## src/rtl/intra_filter_accum.sv

```systemverilog
// intra_filter_accum
//   Streaming 4-tap angular interpolation stage. Keeps a sliding window of the
//   last four unsigned reference samples, multiplies it by a fixed signed
//   coefficient set, adds the rounding offset, shifts right by 6 and clips the
//   result to 0..255. It produces one predicted sample per window position.
//
//   Pipeline: window (stage 1) -> products (stage 2) -> sum (stage 3) -> out.
//   The whole pipeline advances together on adv = !out_valid || out_ready, so
//   a stalled output freezes every stage, including the window.
//
// Ports
//   clk        rising-edge clock
//   rst_n      asynchronous active-low reset
//   in_valid   input sample valid
//   in_ready   block accepts input this cycle
//   in_sample  unsigned 8-bit reference sample
//   in_last    final sample of a reference line
//   out_valid  predicted sample valid
//   out_ready  downstream accepts output
//   out_sample unsigned clipped predicted sample
//   out_last   output produced by the window closed with in_last
module intra_filter_accum #(
  parameter int                   CW = 8,
  parameter logic signed [CW-1:0] C0 = CW'(-3),
  parameter logic signed [CW-1:0] C1 = CW'(34),
  parameter logic signed [CW-1:0] C2 = CW'(23),
  parameter logic signed [CW-1:0] C3 = CW'(7)
) (
  input  logic       clk,
  input  logic       rst_n,
  input  logic       in_valid,
  output logic       in_ready,
  input  logic [7:0] in_sample,
  input  logic       in_last,
  output logic       out_valid,
  input  logic       out_ready,
  output logic [7:0] out_sample,
  output logic       out_last
);

  // Product: 9-bit zero-extended sample times CW-bit coefficient.
  localparam int PW = CW + 9;
  // Sum of four products plus rounding offset.
  localparam int SW = PW + 2;

  logic              rdy_q;
  logic [7:0]        w0_q, w1_q, w2_q, w3_q;
  logic [7:0]        w0_d, w1_d, w2_d, w3_d;
  logic [2:0]        fill_q, fill_d;
  logic              s1_valid_q, s1_valid_d, s1_last_q, s1_last_d;
  logic signed [PW-1:0] p0_q, p1_q, p2_q, p3_q;
  logic signed [PW-1:0] p0_d, p1_d, p2_d, p3_d;
  logic              s2_valid_q, s2_valid_d, s2_last_q, s2_last_d;
  logic signed [SW-1:0] sum_q, sum_d;
  logic              s3_valid_q, s3_valid_d, s3_last_q, s3_last_d;
  logic              out_valid_q, out_valid_d, out_last_q, out_last_d;
  logic [7:0]        out_sample_q, out_sample_d;

  logic              adv;
  logic              accept;
  logic [2:0]        fill_inc;
  logic signed [SW-1:0] r;

  assign adv      = !out_valid_q || out_ready;
  // rdy_q keeps in_ready low during reset and for the first cycle after it.
  assign in_ready = rdy_q && adv;
  assign accept   = in_valid && in_ready;

  assign out_valid  = out_valid_q;
  assign out_sample = out_sample_q;
  assign out_last   = out_last_q;

  assign fill_inc = (fill_q == 3'd4) ? 3'd4 : fill_q + 3'd1;
  assign r        = sum_q >>> 6;

  always_comb begin
    w0_d         = w0_q;
    w1_d         = w1_q;
    w2_d         = w2_q;
    w3_d         = w3_q;
    fill_d       = fill_q;
    s1_valid_d   = s1_valid_q;
    s1_last_d    = s1_last_q;
    p0_d         = p0_q;
    p1_d         = p1_q;
    p2_d         = p2_q;
    p3_d         = p3_q;
    s2_valid_d   = s2_valid_q;
    s2_last_d    = s2_last_q;
    sum_d        = sum_q;
    s3_valid_d   = s3_valid_q;
    s3_last_d    = s3_last_q;
    out_valid_d  = out_valid_q;
    out_last_d   = out_last_q;
    out_sample_d = out_sample_q;

    if (adv) begin
      s1_valid_d = 1'b0;
      s1_last_d  = 1'b0;
      if (accept) begin
        w0_d = w1_q;
        w1_d = w2_q;
        w2_d = w3_q;
        w3_d = in_sample;
        // A window completing on in_last still launches before fill clears.
        if (fill_inc == 3'd4) begin
          s1_valid_d = 1'b1;
          s1_last_d  = in_last;
        end
        fill_d = in_last ? 3'd0 : fill_inc;
      end

      p0_d       = PW'($signed({1'b0, w0_q})) * PW'(C0);
      p1_d       = PW'($signed({1'b0, w1_q})) * PW'(C1);
      p2_d       = PW'($signed({1'b0, w2_q})) * PW'(C2);
      p3_d       = PW'($signed({1'b0, w3_q})) * PW'(C3);
      s2_valid_d = s1_valid_q;
      s2_last_d  = s1_last_q;

      sum_d      = SW'(p0_q) + SW'(p1_q) + SW'(p2_q) + SW'(p3_q) + SW'(32);
      s3_valid_d = s2_valid_q;
      s3_last_d  = s2_last_q;

      if (r[SW-1])
        out_sample_d = 8'd0;
      else if (r > SW'(255))
        out_sample_d = 8'd255;
      else
        out_sample_d = r[7:0];
      out_valid_d = s3_valid_q;
      out_last_d  = s3_valid_q && s3_last_q;
    end
  end

  always_ff @(posedge clk or negedge rst_n) begin
    if (!rst_n) begin
      rdy_q        <= 1'b0;
      w0_q         <= '0;
      w1_q         <= '0;
      w2_q         <= '0;
      w3_q         <= '0;
      fill_q       <= '0;
      s1_valid_q   <= 1'b0;
      s1_last_q    <= 1'b0;
      p0_q         <= '0;
      p1_q         <= '0;
      p2_q         <= '0;
      p3_q         <= '0;
      s2_valid_q   <= 1'b0;
      s2_last_q    <= 1'b0;
      sum_q        <= '0;
      s3_valid_q   <= 1'b0;
      s3_last_q    <= 1'b0;
      out_valid_q  <= 1'b0;
      out_last_q   <= 1'b0;
      out_sample_q <= '0;
    end else begin
      rdy_q        <= 1'b1;
      w0_q         <= w0_d;
      w1_q         <= w1_d;
      w2_q         <= w2_d;
      w3_q         <= w3_d;
      fill_q       <= fill_d;
      s1_valid_q   <= s1_valid_d;
      s1_last_q    <= s1_last_d;
      p0_q         <= p0_d;
      p1_q         <= p1_d;
      p2_q         <= p2_d;
      p3_q         <= p3_d;
      s2_valid_q   <= s2_valid_d;
      s2_last_q    <= s2_last_d;
      sum_q        <= sum_d;
      s3_valid_q   <= s3_valid_d;
      s3_last_q    <= s3_last_d;
      out_valid_q  <= out_valid_d;
      out_last_q   <= out_last_d;
      out_sample_q <= out_sample_d;
    end
  end

endmodule

```

## config.mk

```make
export PLATFORM = sky130hd
export DESIGN_NAME = intra_filter_accum
export DESIGN_NICKNAME = d
export VERILOG_FILES = /design/src/rtl/intra_filter_accum.sv
export SDC_FILE = /design/constraint.sdc
export NUM_CORES = 1
export LEC_CHECK = 0
export BUFFER_PORTS_ARGS = -buffer_cell sky130_fd_sc_hd__buf_4
export CAP_MARGIN = 15
export CORE_ASPECT_RATIO = 0.5
export CORE_MARGIN = 1
export CORE_UTILIZATION = 55
export CTS_CLUSTER_DIAMETER = 120
export CTS_CLUSTER_SIZE = 30
export DETAILED_ROUTE_END_ITERATION = 10
export GPL_TIMING_DRIVEN = 0
export PLACE_DENSITY = 0.78
export SLEW_MARGIN = 20
export SYNTH_ARGS = -nofsm -noshare
export SYNTH_HDL_FRONTEND = slang
export SYNTH_SLANG_ARGS = --single-unit
export TNS_END_PERCENT = 50
```

## constraint.sdc

```tcl
create_clock -name clk -period 3.6 [get_ports clk]
set_input_delay 0.18 -clock clk [delete_from_list [all_inputs] [get_ports clk]]
set_output_delay 0.18 -clock clk [all_outputs]
set_load 0.01 [all_outputs]
```

==> metrics.txt <==
n_diodes=0; H-tree depth=4; Primary FF master, synth=dfrtp_1; final setup margin=-0.392 ns; R2R cell count=13; violated checks=setup timing; layout cell share with drive strength beyond 1=17.0%; global-route usage over all layers=28.0%; Worst-path clk slew=0.05 ns; clk buf depth=2; syn nets=940; via count=6098; Max Clock Freq=250 MHz; Die W=170 um; CP Data Arrival Time=4.34 ns; Mapped Area=0.00777 mm^2; final setup vio count=7; CTS buffer count=17; met3 GRT Util=7.80%; DIE HEIGHT=86.1 um; initial core utilization=56.9%; busiest grt layer=met2; R2R Path End=sum_q[15]; # rows=30; Hold Crit Start=in_last; Top delay family on crit path=simple AND/OR/NAND/NOR gates; Die ar.=0.0146 mm^2; register area share after synthesis=36.7%; top cell type's share of synthesized area=36.7%; Syn. warnings=0; status=finished with violations; DP Wirelength=13000 um; top cells by count, synth=126 x inv_1, 114 x dfrtp_1, 87 x nand2_1, 86 x ha_1, 52 x o21ai_0; Worst Hold Path EP=s1_last_q; Final Hold Viols=0; Area Overhead vs Synth=21.3%; cell accounting for the most synthesized area=dfrtp_1; # clock sinks=114; vias per inst=5.65; vias in the first global route=6146; initial antenna violation count=0; setup TNS=-1.46 ns; DR pass1 iterations=5; Tcrit/Tclk final=111%; Worst Path Required=3.94 ns; DRC violations left=0; GP Congestion=0.862; met1 Track Usage GR=35.1%; flops & latches, synth=114; met2 usage=46.6%; number of port buffers=23; WL/cell=17.8 um; unrepaired setup endpoints after global routing=yes; Root Buffer=clkbuf_16; worst hold path stage count=2; worst skew pair latency=0.43 ns; CTS tree=built; WS Path Type=flip-flop to flip-flop; Core ar.=0.0137 mm^2; first-pass GRT wire length=30600 um; filler instances=941; Worst-Margin Slew=0.721 ns; most numerous cell in the Yosys netlist=inv_1; Worst setup EP type=flip-flop; asr flop ratio synth=100%; Synth area leaders=dfrtp_1 37%, ha_1 14%, fa_1 11%, inv_1 6.1%, nand2_1 4.2%; Nets=1017; synthesized instance count=800; syn avg cell area=9.71 um^2; crit path cell chain=inv_1 -> fa_1 -> inv_1 -> fa_1 -> ha_4 -> and4_1 -> and3_4 -> o221ai_4 -> or4b_4 -> o311a_4 -> or3_4 -> or3_4 -> a31oi_1; final antenna-violating net count=0; Worst Path Buf+Inv=2; CP max stage delay=0.55 ns; dpl cells=1016; Crit Path Max Fanout=3; R2R setup slack=-0.39 ns; Pins Over Slew Limit=0; final cell count without fillers=1080; CP max-delay cell=fa_1; maximum number of pins on one net before global-route repair=82; library cells used by synthesis=54; skew final=0.00853 ns; minimum clock period=3.99 ns; Slew headroom=51.9%; GR Overflow Total=0; multi-input logic area=0.00466 mm^2; Iter 0 DRT Violations=401; Worst Setup Start Kind=flip-flop; EDFF count, synth=0; # IOs=24; hold crit path type=input port to flip-flop; register area=0.00285 mm^2; total routed wirelength=19200 um; max cap viols=0; Critical R2R Launch=p0_q[4]
==> state kept, by name, indices dropped and copies added, names as in the netlist, 11 cells and up <==
signal,count
p2_q,13
p3_q,11
p1_q,13
p0_q,12
sum_q,13
==> cell families (layout without fill, tap and decap cells) <==
| family | after synthesis | after routing | share of synthesized area (%) |
|---|---|---|---|
| adder cells (fa/ha/maj) | 127 | 127 | 24.4 |
| AO/OA/AOI/OAI | 157 | 157 | 12.3 |
| multiplexers | 25 | 25 | 3.62 |
| XOR/XNOR | 47 | 47 | 5.30 |
| buffers and inverters | 151 | 239 | 7.31 |
| AND/OR/NAND/NOR | 178 | 178 | 10.4 |
| flip-flops | 114 | 114 | 36.7 |
| other | 1 | 1 | 0.0483 |
==> through the flow <==
stage          hold slack [ns]  util (%)  instance area (um^2)  setup slack [ns]
2_1_floorplan           -0.116         -                  7810            -0.283
3_3_place_gp             0.414      60.2                  8220            -0.454
3_5_place_dp            0.0926      60.4                  8250            -0.516
4_1_cts                 0.0126      67.6                  9240            -0.341
5_1_grt                 0.0158      69.0                  9420            -0.507
6_report                0.0139      69.0                  9420            -0.392
==> worst max path at each step <==
stage | start | to | slack [ns] | depth (start not counted)
floorplan | p0_q[3] | sum_q[15] | -0.28 | 16
global placement | p0_q[3] | sum_q[15] | -0.45 | 16
detailed placement | p0_q[2] | sum_q[15] | -0.52 | 16
CTS | p0_q[3] | sum_q[15] | -0.34 | 13
global route | p0_q[3] | sum_q[15] | -0.51 | 16
finish | p0_q[4] | sum_q[15] | -0.39 | 13
==> worst register-to-register path, stage by stage, from the launching register on <==
cell and delay, ns:
dfrtp_1 0.32, inv_1 0.06, fa_1 0.54, inv_1 0.07, fa_1 0.55, ha_4 0.24, and4_1 0.19, and3_4 0.18
o221ai_4 0.18, or4b_4 0.49, o311a_4 0.16, or3_4 0.41, or3_4 0.37, a31oi_1 0.16
==> per-layer routing <==
layer,routed length (um),vias up
li1,-,2782
met1,8080,3029
met2,9110,230
met3,1510,57
met4,556,0
met5,0,-
==> layout by cell type, fill, tap and decap left out, drive strengths merged, types with 3 or more instances in the layout <==
cell / count
a211o: 4
a211oi: 5
a21o: 15
a21oi: 42
a31oi: 8
and2: 3
and4: 3
buf: 57
bufinv: 3
clkbuf: 42
dfrtp: 114
dlygate4sd3: 9
fa: 41
ha: 86
inv: 126
mux2: 25
nand2: 87
nand2b: 6
nand3: 5
nor2: 42
nor2b: 7
nor3: 9
o21ai: 53
o21bai: 6
o22ai: 3
o31ai: 9
or2: 3
xnor2: 22
xor2: 25
==> timing repair <==
item                                    in CTS  in global routing
pin swaps                                   27                 22
endpoints found under the setup margin       7                 12
buffers inserted                            17                 11
endpoints found under the hold margin       41                  0
resized for setup                           33                 24
hold buffers                                 9                  0
==> area by class of cell <==
type                            instances  share of cell area, %
Multi-Input combinational cell        535                   49.5
Sequential cell                       114                   30.3
Timing Repair Buffer                   60                   5.43
Clock buffer                           25                   5.26
Inverter                              126                   5.02
Tap cell                              192                   2.55
Clock inverter                          5                   1.06
Buffer                                 23                  0.916
Power is left out: the tool's default activity adds up to more than one toggle a clock period on the data nets, which glitch-free logic cannot reach.
